==> src/rtl/msrr8_cmd_sequencer.sv <==
// Command sequencer for the 8-bit multi-mode shift/rotate register: turns one
// LOAD/ROTATE/FILL/NOP command into the per-cycle mode/sIn sequence, then pulses done.
module msrr8_cmd_sequencer #(
  parameter int W = 8
) (
  input  logic                   clk,
  input  logic                   Re,
  input  logic                   cmd_valid,
  output logic                   cmd_ready,
  input  logic [1:0]             cmd_op,
  input  logic [W-1:0]           cmd_data,
  input  logic [$clog2(W)-1:0]   cmd_cnt,
  output logic [1:0]             mode,
  output logic                   sIn,
  output logic                   busy,
  output logic                   done
);

  localparam int CW = $clog2(W) + 1;

  localparam logic [1:0] OP_NOP  = 2'b00;
  localparam logic [1:0] OP_LOAD = 2'b01;
  localparam logic [1:0] OP_ROT  = 2'b10;

  localparam logic [1:0] M_HOLD  = 2'b00;
  localparam logic [1:0] M_SHIFT = 2'b01;
  localparam logic [1:0] M_ROT   = 2'b10;
  localparam logic [1:0] M_DBL   = 2'b11;

  typedef enum logic [2:0] {S_IDLE, S_LOAD, S_ROT, S_FILL, S_DONE} state_t;

  state_t         r_state;
  logic [CW-1:0]  r_cnt;
  logic [W-1:0]   r_data;
  logic           r_fill;
  logic [1:0]     r_mode;
  logic           r_sin;
  logic           r_busy;
  logic           r_done;
  logic           r_ready;
  logic           w_accept;
  logic           w_last;

  assign w_accept  = cmd_valid & r_ready;
  assign w_last    = (r_cnt == CW'(1));
  // Re gates ready so the handshake is closed for the whole time reset is held.
  assign cmd_ready = r_ready & Re;
  assign mode      = r_mode;
  assign sIn       = r_sin;
  assign busy      = r_busy;
  assign done      = r_done;

  always_ff @(posedge clk or negedge Re) begin
    if (!Re) begin
      r_state <= S_IDLE;
      r_cnt   <= '0;
      r_data  <= '0;
      r_fill  <= 1'b0;
      r_mode  <= M_HOLD;
      r_sin   <= 1'b0;
      r_busy  <= 1'b0;
      r_done  <= 1'b0;
      r_ready <= 1'b1;
    end else begin
      case (r_state)
        S_IDLE: begin
          if (w_accept) begin
            r_busy  <= 1'b1;
            r_ready <= 1'b0;
            r_data  <= cmd_data;
            r_fill  <= cmd_data[0];
            case (cmd_op)
              OP_NOP: begin
                r_state <= S_DONE;
                r_mode  <= M_HOLD;
                r_sin   <= 1'b0;
                r_done  <= 1'b1;
              end
              OP_LOAD: begin
                r_state <= S_LOAD;
                r_cnt   <= CW'(W);
                r_mode  <= M_SHIFT;
                r_sin   <= cmd_data[0];
              end
              OP_ROT: begin
                r_state <= S_ROT;
                r_cnt   <= (cmd_cnt == '0) ? CW'(W) : {1'b0, cmd_cnt};
                r_mode  <= M_ROT;
                r_sin   <= 1'b0;
              end
              default: begin
                r_state <= S_FILL;
                r_cnt   <= CW'(W / 2);
                r_mode  <= M_DBL;
                r_sin   <= cmd_data[0];
              end
            endcase
          end
        end
        S_LOAD, S_ROT, S_FILL: begin
          if (w_last) begin
            r_state <= S_DONE;
            r_cnt   <= '0;
            r_mode  <= M_HOLD;
            r_sin   <= 1'b0;
            r_done  <= 1'b1;
          end else begin
            r_cnt  <= r_cnt - 1'b1;
            r_data <= r_data >> 1;
            // Next serial bit is looked ahead from the shift register so sIn stays registered.
            if (r_state == S_LOAD)
              r_sin <= r_data[1];
            else if (r_state == S_FILL)
              r_sin <= r_fill;
            else
              r_sin <= 1'b0;
          end
        end
        S_DONE: begin
          r_state <= S_IDLE;
          r_done  <= 1'b0;
          r_busy  <= 1'b0;
          r_ready <= 1'b1;
        end
        default: begin
          r_state <= S_IDLE;
          r_mode  <= M_HOLD;
          r_sin   <= 1'b0;
          r_done  <= 1'b0;
          r_busy  <= 1'b0;
          r_ready <= 1'b1;
        end
      endcase
    end
  end

endmodule

==> config.mk <==
export PLATFORM = sky130hd
export DESIGN_NAME = msrr8_cmd_sequencer
export DESIGN_NICKNAME = d
export VERILOG_FILES = /design/src/rtl/msrr8_cmd_sequencer.sv
export SDC_FILE = /design/constraint.sdc
export NUM_CORES = 1
export LEC_CHECK = 0
export CAP_MARGIN = 20
export CELL_PAD_IN_SITES_DETAIL_PLACEMENT = 0
export CELL_PAD_IN_SITES_GLOBAL_PLACEMENT = 1
export CORE_MARGIN = 5
export CORE_UTILIZATION = 30
export DETAILED_ROUTE_END_ITERATION = 10
export DONT_BUFFER_PORTS = 1
export PLACE_DENSITY = 0.63
export SYNTH_ARGS = -nofsm -noshare
export SYNTH_HDL_FRONTEND = slang
export SYNTH_SLANG_ARGS = --single-unit
==> constraint.sdc <==
create_clock -name clk -period 1.3 [get_ports clk]
set_input_delay 0.26 -clock clk [delete_from_list [all_inputs] [get_ports clk]]
set_output_delay 0.26 -clock clk [all_outputs]
set_load 0.03 [all_outputs]
# Word level (Yosys, flattened, before mapping)
# Index checks and enable logic that the tools add are counted.
[totals]
register_bits = 22
inputBits = 16
out_inout_bits = 6
word_cells = 70
[op_classes]
n_addsub = 1
eq_ne = 12
mux = 30
bitwise_logic = 4
n_reduce_logical = 14
[ops]
columns = ["operator", "count"]
rows = [
  ["8-bit two-way mux", 2],
  ["8-bit one-hot mux with 2 select lines", 1],
  ["4-bit two-way mux", 3],
  ["2-bit one-hot mux with 3 select lines", 2],
  ["4-bit one-hot mux with 3 select lines", 1],
  ["3-bit AND reduction", 4],
  ["1-bit two-way mux", 10],
  ["3-bit one-hot mux with 3 select lines", 1],
  ["2-bit inequality test, second input constant", 4],
  ["4-bit one-hot mux with 2 select lines", 1],
  ["2-bit AND reduction", 4],
  ["3-bit by 2-bit equality test with 1-bit output, second input constant", 2],
  ["3-bit logical NOT", 2],
  ["3-bit two-way mux", 2],
  ["1-bit one-hot mux with 2 select lines", 3],
  ["3-bit one-hot mux with 2 select lines", 1],
  ["4-bit by 1-bit equality test with 1-bit output, second input constant", 1],
  ["2-bit two-way mux", 2],
  ["4-bit by 1-bit subtractor with 4-bit output, second input constant", 1],
  ["3-bit by 1-bit equality test with 1-bit output, second input constant", 1],
  ["3-bit equality test, second input constant", 1],
  ["1-bit one-hot mux with 3 select lines", 1],
  ["3-bit OR reduction", 1],
  ["1-bit bitwise AND", 2],
  ["other kinds (7)", 8],
]

# Depth between registers and ports, before layout
# Gate-level depths: netlist (run 1).
[logic_depth]
depth_word = 5
ltp_mapped = 7
ltp_nobuf = 6

# Worst setup path after synthesis (run 1)
# OpenSTA, ideal clock, no wires.
[synth_path]
path_kind = "reg-to-reg"
startpoint = "register r_cnt[1]"
endpoint = "register r_cnt[2]"
setup_ns = 0.121
t_arrival_ns = 1.332
t_required_ns = 1.179
setup_slack_ns = -0.153
path_stages_with_launch = 7
n_path_buf = 0
period_less_slack_ns = 1.453
path_cell_list = "dfrtp_1 > inv_1 > ha_1 > nor3b_2 > nor2_2 > a32o_1 > a22o_1"
[synth_between]
elab_chain_cells = 3
elab_cells_between_ends = 4
classes_between = "add/sub: 1; eq/ne: 1; mux: 2"
[synth_lines]
columns = ["element", "line_no", "rtl"]
rows = [
  ["start: declaration", "33", "logic [CW-1:0] r_cnt;"],
  ["start signal: assignment", "81", "r_cnt <= CW'(W);"],
  ["start signal: assignment", "87", "r_cnt <= (cmd_cnt == '0) ? CW'(W) : {1'b0, cmd_cnt};"],
  ["start signal: assignment", "93", "r_cnt <= CW'(W / 2);"],
  ["4-bit by 1-bit subtractor with 4-bit output or 4-bit by 1-bit equality test with 1-bit output (tied branches)", "108, 45", ""],
  ["4-bit two-way mux *", "101", "if (w_last) begin"],
  ["4-bit one-hot mux with 2 select lines *", "65", "case (r_state)"],
]
# Mark *: on every way between the ends. The rest lies on a longest branch, timed or not.
# A chain may end at the register's enable or synchronous reset.

# Worst setup path in the final report (run 1)
# Ends and elaborated chain as after synthesis.

==> impl_results.md, run 1 <==
- Async set or reset register ratio after synthesis: 100%
- Endpoint class of the critical path: flip-flop
- H-Tree Level Count: 1
- Floorplan die height: 72.8 um
- Average via count per standard cell: 4.87
- GR Util met1: 14.6%
- Post-synth EDFFs: 0
- Leftover overflow at the end of global routing: 0
- Via count: 978
- Number of DRC violations after detailed-routing iteration 0: 22
- Remaining routing DRC violations: 0
- Placeable core region: 0.00374 sq mm
- Crit Path Class: reg2reg
- GPL Wtd Cong: 0.835
- Violations in the final reports: setup timing
- Sequential area share after synthesis: 44.5%
- Synth Area per Inst: 10.1 sq um
- Aggregate negative setup slack: -1.19 ns
- Final Worst Setup Slack: -0.147 ns
- Static power due to leakage: 0.763 nW
- Fraction of met2 tracks used by global routing: 18.7%
- Die Width: 72.8 um
- Total placed instance area: 0.00145 sq mm
- Class of the most critical hold timing path: in2reg
- PwrDens: 2490 mW/mm^2
- Clock Pin Slew Worst Setup and Hold Paths: 0.08 ns
- Starting density of the core: 31.7%
- Max_cap viols: 0
- Total number of yosys warnings: 0
- Num ports: 22
- Site row count: 22
- Seq. cell area: 529 sq um
- Vias in the first global route: 1,061
- Global-route track usage on met3: 3.86%
- Max-slew headroom: 77.0%
- Non-Filler Cell Area, Final: 0.00173 sq mm
- Critical path launch point type: flip-flop
- Number of buffers created by CTS: 3
- Synth Flop Type: sky130_fd_sc_hd__dfrtp_1
- Worst Path Arrival: 1.61 ns
- Number of fillers in the final layout: 380
- Flip-flop and latch count after synthesis: 21
- Wire length of the first global-routing pass: 4800 um
- Initial antenna violation count: 0
- Worst clock skew: 0.00317 ns
- VDD IR max: 980 uV
- Count of input and output buffers: 0
- Maximum fanout along the worst path: 3
- Clock tree buffer depth: 2
- Layout cells sized above 1: 51.0%
- Diode insertion count for antenna repair: 0
- Count of pins over their slew limit: 0
- Minimum clock period after layout: 1.45 ns
- Number of distinct library cells after synthesis: 36
- Run status: finished with violations
- Number of nets in the finished design: 177
- Routed Antenna Nets: 0
- Skew-Pair Late Insertion Delay: 0.26 ns
- Area growth from synthesis to final layout: 45.6%
- Instance count of the mapped netlist: 117
- Final-report setup violation count: 16
- Layer with the highest usage: met2
- Worst Path Required: 1.46 ns
- Pin count of the biggest net entering global routing: 22
- Netlist area before placement: 0.00118 sq mm
- Worst-margin pin slew: 0.345 ns
- Post-detailed-placement half-perimeter wirelength: 2100 um
- Detailed Route WL: 3000 um
- Maximum operating frequency: 691 MHz
- Die Footprint: 0.00531 sq mm
- Number of clock sinks: 21
- First-pass DRT Iterations: 4
- Area taken by multi-input logic gates: 753 sq um
- Root Driver: sky130_fd_sc_hd__clkbuf_8
- Final worst-path cycle share: 111%
- RSZ-0062 raised after global routing: yes
- Nets in the synthesized netlist: 140
- TritonCTS clock tree: yes
- WL per Instance: 14.9 um
- Number of hold violations in the final report: 0
- Overall Global Routing Usage: 11.6%
power by group:
group	switching, W	internal, W	total [W]
Sequential	0.000408	0.000974	0.00138
Combinational	0.00114	0.00133	0.00247
Clock	0.000224	0.000214	0.000438
kinds of logic (layout without fill, tap and decap cells):
logic type,after synthesis,in the layout,share of synthesized area [%]
and+or+nand+nor,37,37,15.4
AOI/OAI and AO/OA,34,35,21.6
DFF,21,21,44.5
buffers and inverters,11,46,5.07
adders and majority gates,7,7,7.39
muxes,7,7,6.02
final timing paths:
| check | cells past startpoint | slack, ns | end | start |
|---|---|---|---|---|
| hold / removal | 1 | 0.14 | r_fill | cmd_data[0] |
| setup / recovery | 6 | -0.15 | r_cnt[2] | r_cnt[1] |
| min in group asynchronous | 1 | 0.44 | r_ready | Re |
| max in group asynchronous | 2 | 0.69 | r_state[0] | Re |
| hold reg to reg | 2 | 0.52 | r_data[7] | r_data[7] |
| setup reg to reg | 6 | -0.15 | r_cnt[2] | r_cnt[1] |
synth_stat cells, types with 3 or more instances:
library cell / count / area share (%)
sky130_fd_sc_hd__dfrtp_1: 20 / 42
sky130_fd_sc_hd__o21ai_0: 6 / 2.5
sky130_fd_sc_hd__ha_1: 7 / 7.4
sky130_fd_sc_hd__a21oi_1: 6 / 2.5
sky130_fd_sc_hd__mux2i_1: 6 / 5.1
sky130_fd_sc_hd__nand2_1: 6 / 1.9
sky130_fd_sc_hd__inv_1: 8 / 2.5
sky130_fd_sc_hd__nor2_1: 16 / 5.1
sky130_fd_sc_hd__a21oi_2: 3 / 2.2
sky130_fd_sc_hd__o21ai_1: 3 / 1.3
layer usage:
metal / vias to the layer above / share of wire [%]
met5: - / 0
met2: 15 / 49
met3: 2 / 5.4
met1: 475 / 45
li1: 486 / -
met4: 0 / 0.63
metrics by stage:
stage	std cells	hold WS (ns)	util [%]	power (W)	setup slack [ns]
after global routing	201	0.134	46.1	0.00458	-0.228
final	201	0.143	46.1	0.00429	-0.147
after global placement	187	-0.0351	38.7	0.00319	-0.101
after floorplan	117	-0.0356	-	0.00255	-0.110
after detailed placement	187	-0.0349	38.7	0.00323	-0.166
after CTS	197	0.128	42.9	0.00401	-0.141
what timing repair did:
item / in CTS / in global routing
endpoints found under the hold margin: 21 / 0
cloned: 1 / 0
pin swaps: 6 / 10
endpoints found under the setup margin: 19 / 21
setup buffers: 4 / 3
hold buffers: 1 / 0
resized for setup: 19 / 19
cell type report:
cell class	instances	area share, %
Clock buffer	3	2.39
Inverter	8	1.74
Timing Repair Buffer	34	17.8
Tap cell	48	3.48
Clock inverter	1	0.290
Sequential cell	21	30.7
Multi-Input combinational cell	86	43.7
placed cells by master (no fill, tap or decap), types with 2 or more instances in the layout:
cell type	Yosys	routed
sky130_fd_sc_hd__a21oi_1	6	3
sky130_fd_sc_hd__nand2_2	0	3
sky130_fd_sc_hd__dfrtp_1	20	18
sky130_fd_sc_hd__o21ai_1	3	3
sky130_fd_sc_hd__dfrtp_2	0	2
sky130_fd_sc_hd__a22o_1	2	2
sky130_fd_sc_hd__nor2_4	0	5
sky130_fd_sc_hd__o21a_1	2	2
sky130_fd_sc_hd__o2bb2ai_1	2	2
sky130_fd_sc_hd__o22ai_2	1	2
sky130_fd_sc_hd__buf_4	1	26
sky130_fd_sc_hd__mux2i_1	6	6
sky130_fd_sc_hd__a31oi_1	2	2
sky130_fd_sc_hd__clkbuf_8	0	3
sky130_fd_sc_hd__nor2_1	16	8
sky130_fd_sc_hd__o21ai_2	0	2
sky130_fd_sc_hd__nand2_1	6	2
sky130_fd_sc_hd__ha_1	7	5
sky130_fd_sc_hd__nand3b_1	2	2
sky130_fd_sc_hd__nor2_2	1	4
sky130_fd_sc_hd__a21oi_2	3	6
sky130_fd_sc_hd__o21ai_0	6	3
sky130_fd_sc_hd__inv_1	8	7
sky130_fd_sc_hd__buf_6	2	5
critical path: stages (launching register included):
cell	delay, ns
sky130_fd_sc_hd__dfrtp_1	0.39
sky130_fd_sc_hd__inv_2	0.08
sky130_fd_sc_hd__ha_4	0.12
sky130_fd_sc_hd__nor3b_4	0.25
sky130_fd_sc_hd__nor2_2	0.08
sky130_fd_sc_hd__a32o_1	0.22
sky130_fd_sc_hd__a22o_1	0.20
registers in the layout, summed over array words and instances (netlist names):
register,count
busy,1
sIn,1
r_state,3
done,1
r_fill,1
r_cnt,4
r_ready,1
r_data,7
mode,2
Note: power is estimated with default switching activity, not from simulation.
==> run 2: changes to the inputs <==
RECOVER_POWER = 100   (was not set)
==> run 2 against run 1 <==
  * The run still ends with setup timing left
  * Die area unchanged
  * Global-route usage is the same
  * Count of clock-buffer cells in the layout unchanged
  * Register-to-register slack hardly changed
  * Largest cell class unchanged
  * Largest power group unchanged
==> impl_results.md, run 2 (same netlist as run 1, synthesis figures left out) <==
- Run status: finished with violations
- Violations in the final reports: setup timing
- Setup slack after placement: -0.166 ns (unchanged)
- Cell internal power dissipation: 0.00250 W (-0.58%)
- Detailed Route WL: 3000 um (about the same)
- Number of clock sinks: 21 (unchanged)
- Minimum clock period after layout: 1.45 ns (-0.00000900 ns)
- Worst Path Arrival: 1.61 ns (about the same)
- Switch share: 41.5% (+0.12 points)
- Count of input and output buffers: 0 (unchanged)
- Net Switching: 0.00177 W (about the same)
- Remaining routing DRC violations: 0 (unchanged)
- Overall Global Routing Usage: 11.6% (unchanged)
- Biggest register: r_data
- Flip-flop count of the largest register, all copies and words added: 7 (unchanged)
- RSZ-0062 raised after global routing: yes
- Biggest registers after layout: r_data: 7 flops, r_cnt: 4 flops, r_state: 3 flops
- Maximum fanout along the worst path: 3 (unchanged)
- Max_cap viols: 0 (unchanged)
- First-pass DRT Iterations: 4 (unchanged)
- Vias in the first global route: 1,061 (unchanged)
- Cells on worst reg2reg path: 6 (unchanged)
- Count of pins over their slew limit: 0 (unchanged)
- Origin of the worst min-delay path: cmd_data[0]
- Final worst-path cycle share: 111% (about the same)
- Clock Pin Slew Worst Setup and Hold Paths: 0.08 ns (about the same)
- Critical path launch point type: flip-flop
- Layout cells sized above 1: 51.0% (unchanged)
- Leftover overflow at the end of global routing: 0 (unchanged)
- Diode insertion count for antenna repair: 0 (unchanged)
- Hold Crit Depth: 1 (unchanged)
- Commonest cells after routing, fill and taps aside: sky130_fd_sc_hd__buf_4 (24), sky130_fd_sc_hd__dfrtp_1 (18), sky130_fd_sc_hd__nor2_1 (8), sky130_fd_sc_hd__inv_1 (7)
- Final Worst Setup Slack: -0.147 ns (+0.00000900 ns)
- PwrDens: 2510 mW/mm^2 (+0.94%)
- Initial antenna violation count: 0 (unchanged)
- Number of fillers in the final layout: 383 (+0.79%)
- Hold worst-path end: r_fill
- Capture point of the worst reg-to-reg path: r_cnt[2]
- Crit Path Class: reg2reg
- Endpoint class of the critical path: flip-flop
- Average via count per standard cell: 4.87 (+0.10%)
- Total power after layout: 0.00428 W (-0.37%)
- H-Tree Level Count: 1 (unchanged)
- Site row count: 22 (unchanged)
- Number of hold violations in the final report: 0 (unchanged)
- WL per Instance: 14.9 um (about the same)
- Starting density of the core: 31.7% (unchanged)
- Worst-margin pin slew: 0.513 ns (+0.167 ns)
- Skew-Pair Late Insertion Delay: 0.26 ns (about the same)
- Most common library cell in the layout ignoring fill and taps: sky130_fd_sc_hd__buf_4
- Final-report setup violation count: 17 (+1)
- Maximum operating frequency: 691 MHz (about the same)
- Placed Cells: 187 (unchanged)
- Launch point of the worst reg-to-reg path: r_cnt[1]
- Combinational power share: 57.5% (about the same)
- Post-Layout Cell Count: 201 (unchanged)
- Max-slew headroom: 65.8% (-11 points)
- Post-detailed-placement half-perimeter wirelength: 2100 um (unchanged)
- Pin count of the biggest net entering global routing: 22 (unchanged)
- Clock share of power: 10.3% (about the same)
- Floorplan die height: 72.8 um (unchanged)
- Area growth from synthesis to final layout: 43.7%
- GPL Wtd Cong: 0.835 (unchanged)
- Static power due to leakage: 0.754 nW (-1.2%)
- Clock tree buffer depth: 2 (unchanged)
- Routed Antenna Nets: 0 (unchanged)
- Class of the most critical hold timing path: in2reg
- VDD IR max: 980 uV (about the same)
- Die Width: 72.8 um (unchanged)
- Via count: 979 (+0.10%)
- Number of DRC violations after detailed-routing iteration 0: 22 (unchanged)
- Sequential power share: 32.3% (about the same)
- Smallest hold slack: 0.143 ns (-0.000257 ns)
- Number of nets in the finished design: 177 (unchanged)
- Post-layout util: 45.5% (-0.60 points)
- Number of buffers created by CTS: 3 (unchanged)
- Worst Path Required: 1.46 ns (about the same)
- Placeable core region: 0.00374 sq mm (unchanged)
- Die Footprint: 0.00531 sq mm (unchanged)
- TritonCTS clock tree: yes
- Wire length of the first global-routing pass: 4800 um (unchanged)
- Flop2flop setup slack: -0.15 ns (about the same)
- Root Driver: sky130_fd_sc_hd__clkbuf_8
- Worst clock skew: 0.00297 ns (-0.000201 ns)
- Num ports: 22 (unchanged)
-- run 2: changes by cell type in the layout (fill, tap and decap cells not counted), sizes merged --
| cell | change |
|---|---|
| buf | -2 |
| clkbuf | +2 |
-- run 2: stage by stage --
| stage | TNS [ns] | instance area [sq um] |
|---|---|---|
| floorplan | -0.441 | 1220 |
| global placement | -0.732 | 1450 |
| detailed placement | -1.53 | 1450 |
| CTS | -1.01 | 1610 |
| global route | -2.64 | 1700 |
| finish | -1.18 | 1700 |
-- run 2: critical path, cell delays in order, from the launching register on --
cell	delay, ns
sky130_fd_sc_hd__dfrtp_1	0.39
sky130_fd_sc_hd__inv_2	0.08
sky130_fd_sc_hd__ha_4	0.12
sky130_fd_sc_hd__nor3b_4	0.25
sky130_fd_sc_hd__nor2_2	0.08
sky130_fd_sc_hd__a32o_1	0.22
sky130_fd_sc_hd__a22o_1	0.20
-- run 2: timing repair --
item                                   4_1_cts  5_1_grt
gates cloned                                 1        0
endpoints found under the hold margin       21        0
hold buffers                                 1        0
pin swaps                                    6       10
resized for setup                           19       19
setup endpoints to repair                   19       21
setup buffers                                4        3
-- run 2: how the worst max path moves through the flow --
stage / start / end / slack, ns / cells after the start
global route: r_cnt[1] / r_cnt[2] / -0.23 / 6
CTS: r_cnt[1] / r_cnt[2] / -0.14 / 6
detailed placement: r_cnt[1] / mode[0] / -0.17 / 6
global placement: r_cnt[1] / r_cnt[2] / -0.10 / 6
finish: r_cnt[1] / r_cnt[2] / -0.15 / 6
floorplan: r_cnt[1] / r_cnt[2] / -0.11 / 6
-- run 2: final cells by class --
class                      instances  area [sq um]  share of cell area (%)
multi-input combinational         86           753                    44.2
clock buffer                       3          41.3                    2.42
tap                               48          60.1                    3.53
inverter                           8          30.0                    1.76
clock inverter                     1          5.00                   0.294
timing repair buffer              34           284                    16.7
sequential                        21           529                    31.1
-- run 2: routing by layer --
metal,global-route usage [%],vias to the layer above,part of all wire (%)
met2,18.7,15,49
met1,14.6,476,45
met4,3.69,0,0.63
met5,0,-,0
li1,-,486,-
met3,3.86,2,5.4
-- run 2: power by group through the flow --
| stage | clock network (W) | registers (W) | logic, W |
|---|---|---|---|
| 5_1_grt | 0.000487 | 0.00143 | 0.00265 |
| 6_report | 0.000438 | 0.00138 | 0.00246 |
| 2_1_floorplan | 0 | 0.00132 | 0.00123 |
| 3_5_place_dp | 0 | 0.00135 | 0.00188 |
| 3_3_place_gp | 0 | 0.00134 | 0.00185 |
| 4_1_cts | 0.000449 | 0.00137 | 0.00220 |
